==> src/rtl/vga_frame_capture_pkg.sv <==
`default_nettype none
// ============================================================================
//  Module      : vga_frame_capture_pkg
//  Description : Shared types and constants for the VGA frame capture block:
//                capture FSM state type, active-area size, pixel width and a
//                frame-start decode helper.
//  Revision    : 1.0 - initial release
// ============================================================================
package vga_frame_capture_pkg;

    // Capture controller states
    typedef enum logic [1:0] {
        IDLE    = 2'd0,
        ARMED   = 2'd1,
        CAPTURE = 2'd2,
        DONE    = 2'd3
    } cap_state_t;

    // Active video area of the 1024x768 timing this block snoops
    localparam int H_ACTIVE = 1024;
    localparam int V_ACTIVE = 768;

    // Pixel width, {r,g,b} at 4 bits each
    localparam int RGB_W = 12;

    // Width of the hcount/vcount counters on the video stream
    localparam int CNT_W = 11;

    // A frame begins at the top-left pixel; compared at the full counter width
    function automatic logic is_frame_start(input logic [CNT_W-1:0] hcount,
                                            input logic [CNT_W-1:0] vcount);
        return (hcount == '0) && (vcount == '0);
    endfunction

endpackage
`default_nettype wire

==> src/rtl/vga_frame_capture_if.sv <==
`default_nettype none
// ============================================================================
//  Module      : vga_if
//  Description : VGA pixel stream bundle: position counters, syncs, blanking
//                flags and pixel colour. The source drives the master side and
//                observers such as the frame capture take the slave side.
//  Revision    : 1.0 - initial release
// ============================================================================
interface vga_if;
    import vga_frame_capture_pkg::*;

    logic [CNT_W-1:0] hcount;
    logic [CNT_W-1:0] vcount;
    logic             hsync;
    logic             vsync;
    logic             hblnk;
    logic             vblnk;
    logic [RGB_W-1:0] rgb;

    modport master (
        output hcount,
        output vcount,
        output hsync,
        output vsync,
        output hblnk,
        output vblnk,
        output rgb
    );

    modport slave (
        input hcount,
        input vcount,
        input hsync,
        input vsync,
        input hblnk,
        input vblnk,
        input rgb
    );

endinterface
`default_nettype wire

==> src/rtl/vga_frame_capture_window.sv <==
`default_nettype none
// ============================================================================
//  Module      : capture_window
//  Description : Combinational window decode. Flags a pixel that is inside the
//                visible area and inside the rectangle [X0, X0+WIDTH) x
//                [Y0, Y0+HEIGHT) of the stream.
//  Revision    : 1.0 - initial release
// ============================================================================
module capture_window
    import vga_frame_capture_pkg::*;
#(
    parameter int X0     = 0,
    parameter int Y0     = 0,
    parameter int WIDTH  = 128,
    parameter int HEIGHT = 96
) (
    input  wire logic [CNT_W-1:0] i_hcount,
    input  wire logic [CNT_W-1:0] i_vcount,
    input  wire logic             i_hblnk,
    input  wire logic             i_vblnk,
    output logic                  o_hit
);

    // Window origin and extent held at 12 bits so the window end can never
    // overflow, however close to the right/bottom edge the window is placed.
    localparam logic [CNT_W:0] c_X0     = (CNT_W + 1)'(X0);
    localparam logic [CNT_W:0] c_Y0     = (CNT_W + 1)'(Y0);
    localparam logic [CNT_W:0] c_WIDTH  = (CNT_W + 1)'(WIDTH);
    localparam logic [CNT_W:0] c_HEIGHT = (CNT_W + 1)'(HEIGHT);

    logic [CNT_W:0] w_h_rel;
    logic [CNT_W:0] w_v_rel;
    logic           w_h_in;
    logic           w_v_in;

    // Range test as one unsigned compare per axis: a position left of / above
    // the origin wraps the 12-bit offset to >= 3073, which is never < extent,
    // so (pos - origin) < extent is exactly origin <= pos < origin + extent.
    always_comb begin
        w_h_rel = {1'b0, i_hcount} - c_X0;
        w_v_rel = {1'b0, i_vcount} - c_Y0;
        w_h_in  = (w_h_rel < c_WIDTH);
        w_v_in  = (w_v_rel < c_HEIGHT);
        o_hit   = !i_hblnk && !i_vblnk && w_h_in && w_v_in;
    end

endmodule
`default_nettype wire

==> src/rtl/vga_frame_capture.sv <==
`default_nettype none
// ============================================================================
//  Module      : vga_frame_capture
//  Description : Observe-only snooper on a VGA pixel stream. When armed, waits
//                for the next frame start and writes one rectangular window of
//                that frame into a pixel RAM, row-major from address 0, with a
//                one-cycle registered write port. Pulses done after the last
//                pixel; abort cancels at any time.
//  Revision    : 1.0 - initial release
// ============================================================================
module vga_frame_capture
    import vga_frame_capture_pkg::*;
#(
    parameter int X0        = 0,
    parameter int Y0        = 0,
    parameter int WIDTH     = 128,
    parameter int HEIGHT    = 96,
    parameter int ADDR_BITS = 14
) (
    input  wire logic                 clk,
    input  wire logic                 rst,
    input  wire logic                 arm,
    input  wire logic                 abort,
    vga_if.slave                      in,
    output logic                      wr_en,
    output logic [ADDR_BITS-1:0]      wr_addr,
    output logic [RGB_W-1:0]          wr_data,
    output logic                      busy,
    output logic                      done
);

    // Address of the final window pixel; issuing it ends the capture
    localparam logic [ADDR_BITS-1:0] c_LAST_ADDR = ADDR_BITS'(WIDTH * HEIGHT - 1);

    cap_state_t             r_state;
    cap_state_t             w_state_next;
    logic [ADDR_BITS-1:0]   r_pix_cnt;
    logic [ADDR_BITS-1:0]   w_cnt_base;
    logic                   w_frame_start;
    logic                   w_in_window;
    logic                   w_capturing;
    logic                   w_restart;
    logic                   w_hit;
    logic                   r_wr_en;
    logic [ADDR_BITS-1:0]   r_wr_addr;
    logic [RGB_W-1:0]       r_wr_data;
    logic                   w_unused_sync;

    // Syncs are part of the snooped bundle but carry nothing this block needs
    assign w_unused_sync = in.hsync ^ in.vsync;

    assign w_frame_start = is_frame_start(in.hcount, in.vcount);

    capture_window #(
        .X0     (X0),
        .Y0     (Y0),
        .WIDTH  (WIDTH),
        .HEIGHT (HEIGHT)
    ) u_window (
        .i_hcount (in.hcount),
        .i_vcount (in.vcount),
        .i_hblnk  (in.hblnk),
        .i_vblnk  (in.vblnk),
        .o_hit    (w_in_window)
    );

    // State register
    always_ff @(posedge clk) begin
        if (rst) begin
            r_state <= IDLE;
        end else begin
            r_state <= w_state_next;
        end
    end

    // Next-state decode and per-cycle capture qualifiers. The frame-start
    // cycle already counts as capturing, so pixel (0,0) can land at address 0;
    // a frame start inside CAPTURE restarts the window from address 0.
    always_comb begin
        w_state_next = r_state;
        w_capturing  = 1'b0;
        w_restart    = 1'b0;
        w_hit        = 1'b0;
        w_cnt_base   = r_pix_cnt;

        case (r_state)
            IDLE: begin
                if (arm) begin
                    w_state_next = ARMED;
                end
            end
            ARMED: begin
                if (w_frame_start) begin
                    w_state_next = CAPTURE;
                    w_capturing  = 1'b1;
                    w_restart    = 1'b1;
                end
            end
            CAPTURE: begin
                w_capturing = 1'b1;
                w_restart   = w_frame_start;
            end
            DONE: begin
                w_state_next = IDLE;
            end
            default: begin
                w_state_next = IDLE;
            end
        endcase

        if (w_restart) begin
            w_cnt_base = '0;
        end

        // Abort suppresses the write that would otherwise register this cycle
        w_hit = w_capturing && w_in_window && !abort;

        if (w_hit && (w_cnt_base == c_LAST_ADDR)) begin
            w_state_next = DONE;
        end

        // Abort outranks arm, frame start and completion
        if (abort) begin
            w_state_next = IDLE;
        end
    end

    // Pixel counter: running row-major address, one step per captured pixel
    always_ff @(posedge clk) begin
        if (rst) begin
            r_pix_cnt <= '0;
        end else if (w_hit) begin
            r_pix_cnt <= w_cnt_base + ADDR_BITS'(1);
        end else if (w_restart) begin
            r_pix_cnt <= '0;
        end
    end

    // Registered RAM write port, one cycle behind the hit
    always_ff @(posedge clk) begin
        if (rst) begin
            r_wr_en   <= 1'b0;
            r_wr_addr <= '0;
            r_wr_data <= '0;
        end else begin
            r_wr_en <= w_hit;
            if (w_hit) begin
                r_wr_addr <= w_cnt_base;
                r_wr_data <= in.rgb;
            end
        end
    end

    assign wr_en   = r_wr_en;
    assign wr_addr = r_wr_addr;
    assign wr_data = r_wr_data;

    // Status straight from the state register: done rides with the final write
    // and busy is already low in that cycle.
    assign busy = (r_state == ARMED) || (r_state == CAPTURE);
    assign done = (r_state == DONE);

endmodule
`default_nettype wire
==> src/flat_wrapper.sv <==
// flat-port wrapper written by rule: the top's interface ports become plain ports
module vga_frame_capture_flat import vga_frame_capture_pkg::*;
#(
    parameter int X0        = 0,
    parameter int Y0        = 0,
    parameter int WIDTH     = 128,
    parameter int HEIGHT    = 96,
    parameter int ADDR_BITS = 14
)
  (clk, rst, arm, abort, wr_en, wr_addr, wr_data, busy, done, in_hcount, in_vcount, in_hsync, in_vsync, in_hblnk, in_vblnk, in_rgb);
  vga_if in_i ();
  input  wire logic clk;
  input  wire logic rst;
  input  wire logic arm;
  input  wire logic abort;
  output logic wr_en;
  output logic [ADDR_BITS-1:0] wr_addr;
  output logic [RGB_W-1:0] wr_data;
  output logic busy;
  output logic done;
  input wire logic [$bits(in_i.hcount)-1:0] in_hcount;
  input wire logic [$bits(in_i.vcount)-1:0] in_vcount;
  input wire logic [$bits(in_i.hsync)-1:0] in_hsync;
  input wire logic [$bits(in_i.vsync)-1:0] in_vsync;
  input wire logic [$bits(in_i.hblnk)-1:0] in_hblnk;
  input wire logic [$bits(in_i.vblnk)-1:0] in_vblnk;
  input wire logic [$bits(in_i.rgb)-1:0] in_rgb;
  assign in_i.hcount = in_hcount;
  assign in_i.vcount = in_vcount;
  assign in_i.hsync = in_hsync;
  assign in_i.vsync = in_vsync;
  assign in_i.hblnk = in_hblnk;
  assign in_i.vblnk = in_vblnk;
  assign in_i.rgb = in_rgb;
  vga_frame_capture #(.X0(X0), .Y0(Y0), .WIDTH(WIDTH), .HEIGHT(HEIGHT), .ADDR_BITS(ADDR_BITS)) u_core (.clk(clk), .rst(rst), .arm(arm), .abort(abort), .in(in_i), .wr_en(wr_en), .wr_addr(wr_addr), .wr_data(wr_data), .busy(busy), .done(done));
endmodule
==> config.mk <==
export PLATFORM = sky130hd
export DESIGN_NAME = vga_frame_capture_flat
export DESIGN_NICKNAME = d
export VERILOG_FILES = /design/src/rtl/vga_frame_capture_pkg.sv /design/src/rtl/vga_frame_capture_if.sv /design/src/rtl/vga_frame_capture_window.sv /design/src/rtl/vga_frame_capture.sv /design/src/flat_wrapper.sv
export SDC_FILE = /design/constraint.sdc
export NUM_CORES = 1
export LEC_CHECK = 0
export BUFFER_PORTS_ARGS = -buffer_cell sky130_fd_sc_hd__buf_2
export CORE_MARGIN = 8
export CORE_UTILIZATION = 40
export CTS_BUF_LIST = sky130_fd_sc_hd__clkbuf_4
export CTS_CLUSTER_DIAMETER = 40
export CTS_CLUSTER_SIZE = 12
export DETAILED_ROUTE_END_ITERATION = 10
export PLACE_DENSITY = 0.69
export SYNTH_ARGS = -nofsm -noshare
export SYNTH_HDL_FRONTEND = slang
export SYNTH_HIERARCHICAL = 1
export SYNTH_SLANG_ARGS = --single-unit
==> constraint.sdc <==
create_clock -name clk -period 2.8 [get_ports clk]
set_clock_uncertainty 0.1 [all_clocks]
set_input_delay 0.14 -clock clk [delete_from_list [all_inputs] [get_ports clk]]
set_output_delay 0.14 -clock clk [all_outputs]
set_load 0.01 [all_outputs]
Yosys cells after proc, flatten, opt, wreduce, memory -nomap -nowiden. Cells that the tools add are included.

$add $sub $neg: 1. Order comparisons: 2. Equal/unequal tests: 6. Muxes and demuxes: 9. Reduce and logical (&&, ||, !) cells: 17.

Operators by type and width (number): 2-to-1 mux 14 bit (2); logical NOT 11 bit (2); adder 14 x 1 -> 14 bit (second input constant) (1); equality test 14 bit (second input constant) (1); < comparator 11 x 7 -> 1 bit (second input constant) (1); < comparator 11 x 8 -> 1 bit (second input constant) (1); logical AND 1 bit (7); 2-to-1 mux 2 bit (3); one-hot mux 2 bit (3 select lines) (1); equality test 2 bit (second input constant) (2); one-hot mux 1 bit (2 select lines) (2); nonzero test 4 bit (1); logical NOT 1 bit (3); inequality test 3 x 1 -> 1 bit (second input constant) (1); inequality test 3 x 2 -> 1 bit (second input constant) (1); AND reduction 3 bit (1); equality test 2 x 1 -> 1 bit (second input constant) (1); logical NOT 2 bit (1); OR reduction 2 bit (1); logical OR 1 bit (1); 2-to-1 mux 1 bit (1).

Register bits after elaboration: 43. Input bits: 42. Output and inout bits: 29.

Logic depth before layout (Yosys ltp).
Word-level depth: 9. Mapped depth: 12.

Modules after synthesis. Netlist, hierarchy kept.

By module, submodules not included: vga_frame_capture (times used 1, cells an instance 229, area each 1909.3 sq um); capture_window (times used 1, cells an instance 4, area each 26.3 sq um).

Worst setup path after synthesis. No wires, ideal clock.

Path type: reg-to-reg. Start point: reg u_core.r_state[0]. End point: reg u_core.r_pix_cnt[8]. Data arrival time: 2.522 ns. Required time: 2.629 ns. Setup slack: 0.107 ns. Stages on the path, launching flop included: 12. Path through: dfxtp_1 -> inv_1 -> ha_1 -> nand3_1 -> buf_2 -> buf_1 -> and2_1 -> ha_1 -> nand3_1 -> or3_1 -> or3_1 -> a21oi_1.

Longest elaborated chain between the ends: 5.

Ends and longest elaborated chain: start: declaration (RTL line vga_frame_capture.sv:35) `cap_state_t r_state;`; start signal: assignment (RTL line vga_frame_capture.sv:72) `r_state <= w_state_next;`; equality test 2 bit or equality test 2 x 1 -> 1 bit (tied branches) (RTL line vga_frame_capture.sv:86) `case (r_state)`; one-hot mux 1 bit (2 select lines) (*) (RTL line vga_frame_capture.sv:86); 2-to-1 mux 14 bit (*); via u_core.w_cnt_base[1] (RTL line vga_frame_capture.sv:38) `logic [ADDR_BITS-1:0] w_cnt_base;`; adder 14 x 1 -> 14 bit (*) (RTL line vga_frame_capture.sv:133) `r_pix_cnt <= w_cnt_base + ADDR_BITS'(1);`; 2-to-1 mux 14 bit (*) (RTL line vga_frame_capture.sv:132) `end else if (w_hit) begin`; end signal: assignment (RTL line vga_frame_capture.sv:133); end: declaration (RTL line vga_frame_capture.sv:37) `logic [ADDR_BITS-1:0] r_pix_cnt;`.

The timed path passes the listed nets; every way through them passes the cells marked *. A chain may end at the register's enable or synchronous reset.

Final worst setup path. Same ends and word-level chain as after synthesis.

==> reports/metrics.yaml <==
outcome: "finished, final reports clean"
overflow: 0
synthDistinctLibCells: 35
hold-path-cell-count: 4
internal_power_uw: 771
combPwrFrac_pct: 7.7
fp-row-count: 25
synth-main-ff-cell: "dfxtp_1"
gp_congestion: 0.805
ios: 71
synthArstFlopShare_pct: 0
post-route-min-period_ns: 2.47
power.net_switching_uw: 231
start_kind: "flip-flop"
drv_cap: 0
clock_latency_ns: 0.35
finalWorstSetupSlack_ns: 0.327
grt_max_degree: 34
slew_headroom_pct: 58.2
post_cts_buffers: 0
die_h_um: 85.6
area_delta_synth_final_pct: 28.8
min_to: "u_core/r_state[1]"
yosysTopAreaCellShare_pct: 44.5
first_pass_iters: 4
cts_tree: "built"
grt_pass1_wl_mm: 8.31
placed_cell_area_mm2: 0.00230
worst-endpoint-required_ns: 2.97
synth_area_mm2: 0.00194
synthTopCellsByArea: "dfxtp_1, nand2_1, a21oi_1"
initial_core_util_pct: 41.3
die_w_um: 85.6
syn_inst: 233
port_buffers: 68
clock-sinks: 43
root_buffer: "clkbuf_4"
synth-seq-cells: 43
pre_cts_slack_ns: 0.373
switching_share_pct: 23.1
antenna-diode-count: 0
wire_per_inst_um: 13.5
clkPwrFrac_pct: 31.1
wirelength_mm: 4.94
drt_iter0_markers: 63
core_mm2: 0.00469
synth_warnings: 6
grt_usage_pct: 13.9
min_path_type: "in -> reg"
rsz0062_at_grt: "false"
fmax_mhz: 404
synth_edf_count: 0
seqPwrFrac_pct: 61.2
leakage_uw: 0.00103
r2r-start: "u_core/r_state[0]"
cts_buffers: 5
cts_htree_levels: 2
yosysSeqAreaShare_pct: 44.5
finalSetupViolCount: 0
cp_max_fo: 5
dp_cells: 345
antenna_left: 0
yosys.area.top_type: "dfxtp_1"
hold_ws_ns: 0.0997
final.setup.tns_ns: 0
reg2reg_depth: 10
rrSetupSlack_ns: 0.33
r2r-end: "u_core/r_pix_cnt[8]"
path_class: "reg -> reg"
worstHoldStart: "arm"
synth_fp_nets: 280
tightest_slew_ns: 0.628
crit_path_end_kind: "flip-flop"
layout-drive-gt1-share_pct: 27.6
ir_worst_vdd_mv: 0.332
syn_avg_cell_area_um2: 8.31
timing.final.crit_share_pct: 88.3
final_cell_area_mm2: 0.00249
fin_cells: 366
clkSlewWorstSetupHoldPaths_ns: 0.12
max-clock-path-buffers: 2
dpl.hpwl_mm: 3.54
drc_errors: 0
grt_pass1_vias: 1877
powerDensity_mw_per_mm2: 402
vias: 1860
hold_viol: 0
cts_resized: 0
dieArea_mm2: 0.00732
nets: 358
slew_viol_final: 0
critPathArrivalTime_ns: 2.65
grt_antenna_before_repair: 0
post_drt_via_cell_ratio: 5.08
[placed cells by master (no fill, tap or decap), drive strengths merged]
cell         instances
a41oi                1
dfxtp               43
inv                  5
o21ai                9
or3                  5
a211o                1
nand2               45
dlygate4sd3         13
and4                 2
nor2                12
nand4                5
o21a                 1
nand3b               1
nor3                 3
nor2b                1
ha                   5
clkinv               1
and3                 3
and2                 2
a211oi               1
o211ai               1
mux2i                1
a21oi               33
and3b                1
clkbuf               7
a311oi               1
nand3               20
nor4                 8
buf                 71
xor2                 3
xnor2                5
nand2b               2
[power groups by stage]
stage	registers, uW	logic (uW)	clock network (uW)
final	613	76.8	312
after global routing	614	84.0	350
after CTS	614	77.2	326
after detailed placement	627	63.3	0
after global placement	627	61.7	0
after floorplan	627	24.5	0
[state kept, by name, indices dropped and copies added, names as in the netlist]
signal / flops
u_core/r_pix_cnt: 14
u_core/r_state: 2
u_core/wr_addr: 14
u_core/wr_data: 12
u_core/wr_en: 1
[critical path: stages, from the launching register on]
cell and delay (ns):
dfxtp_1 0.41, inv_1 0.10, ha_1 0.35, nand3_1 0.09, o21ai_0 0.12, inv_1 0.09
ha_1 0.16, nand3_1 0.13, or3_1 0.37, or3_1 0.32, a21oi_1 0.16
[Yosys cell counts (2+ instances only)]
cell and number:
a21oi_1 33, and2_1 2, and3_1 3, and4_1 2, buf_2 4, clkbuf_1 7, dfxtp_1 43, ha_1 5
inv_1 5, nand2_1 45, nand2b_1 2, nand3_1 20, nand4_1 5, nor2_1 12, nor3_1 3, nor4_1 2
nor4_2 3, nor4_4 3, o21ai_0 8, or3_1 5, xnor2_1 5, xor2_1 3
[area by class of cell]
| cell class | count | area (um2) |
|---|---|---|
| Multi-Input combinational cell | 172 | 995 |
| Timing Repair Buffer | 84 | 493 |
| Tap cell | 54 | 67.6 |
| Fill cell | 445 | 2200 |
| Sequential cell | 43 | 861 |
| Clock buffer | 7 | 52.6 |
| Inverter | 5 | 18.8 |
| Clock inverter | 1 | 5.00 |
[timing repair]
action | 4_1_cts | 5_1_grt
setup endpoints to repair | 0 | 0
hold buffers | 13 | 0
endpoints found under the hold margin | 13 | 0
[cells by family (layout without fill, tap and decap cells)]
| logic type | Yosys count | in the layout | share of synthesized area (%) |
|---|---|---|---|
| buffers and inverters | 18 | 97 | 4.14 |
| muxes | 1 | 1 | 0.517 |
| AOI/OAI and AO/OA | 48 | 48 | 13.6 |
| DFF | 43 | 43 | 44.5 |
| and+or+nand+nor | 110 | 110 | 30.4 |
| xor gates and xnor gates | 8 | 8 | 3.62 |
| adders and majority gates | 5 | 5 | 3.23 |
[per-stage QoR]
step	util, %	total power [uW]
after floorplan	-	651
after global placement	49.1	689
after detailed placement	49.1	690
after CTS	53.1	1020
after global routing	53.1	1050
final	53.1	1000
[layer usage]
layer  global-route usage, %  vias to the layer above  share of wire [%]
li1                        -                      966                  -
met1                    14.9                      848                 42
met2                    24.7                       42                 51
met3                    4.78                        4                5.7
met4                    4.78                        0               0.81
met5                       0                        -                  0
[worst max path at each step]
stage | from | end | slack, ns | depth (start not counted)
final | u_core/r_state[0] | u_core/r_pix_cnt[8] | 0.33 | 10
after global routing | u_core/r_state[0] | u_core/wr_addr[9] | 0.10 | 8
after CTS | u_core/r_state[0] | u_core/r_pix_cnt[8] | 0.33 | 10
after detailed placement | u_core/r_state[0] | u_core/r_pix_cnt[8] | 0.37 | 10
after global placement | u_core/r_state[0] | u_core/wr_data[2] | 0.40 | 8
after floorplan | u_core/r_state[0] | u_core/r_pix_cnt[8] | 0.11 | 11
No activity file was read; power rests on OpenSTA's default activity.
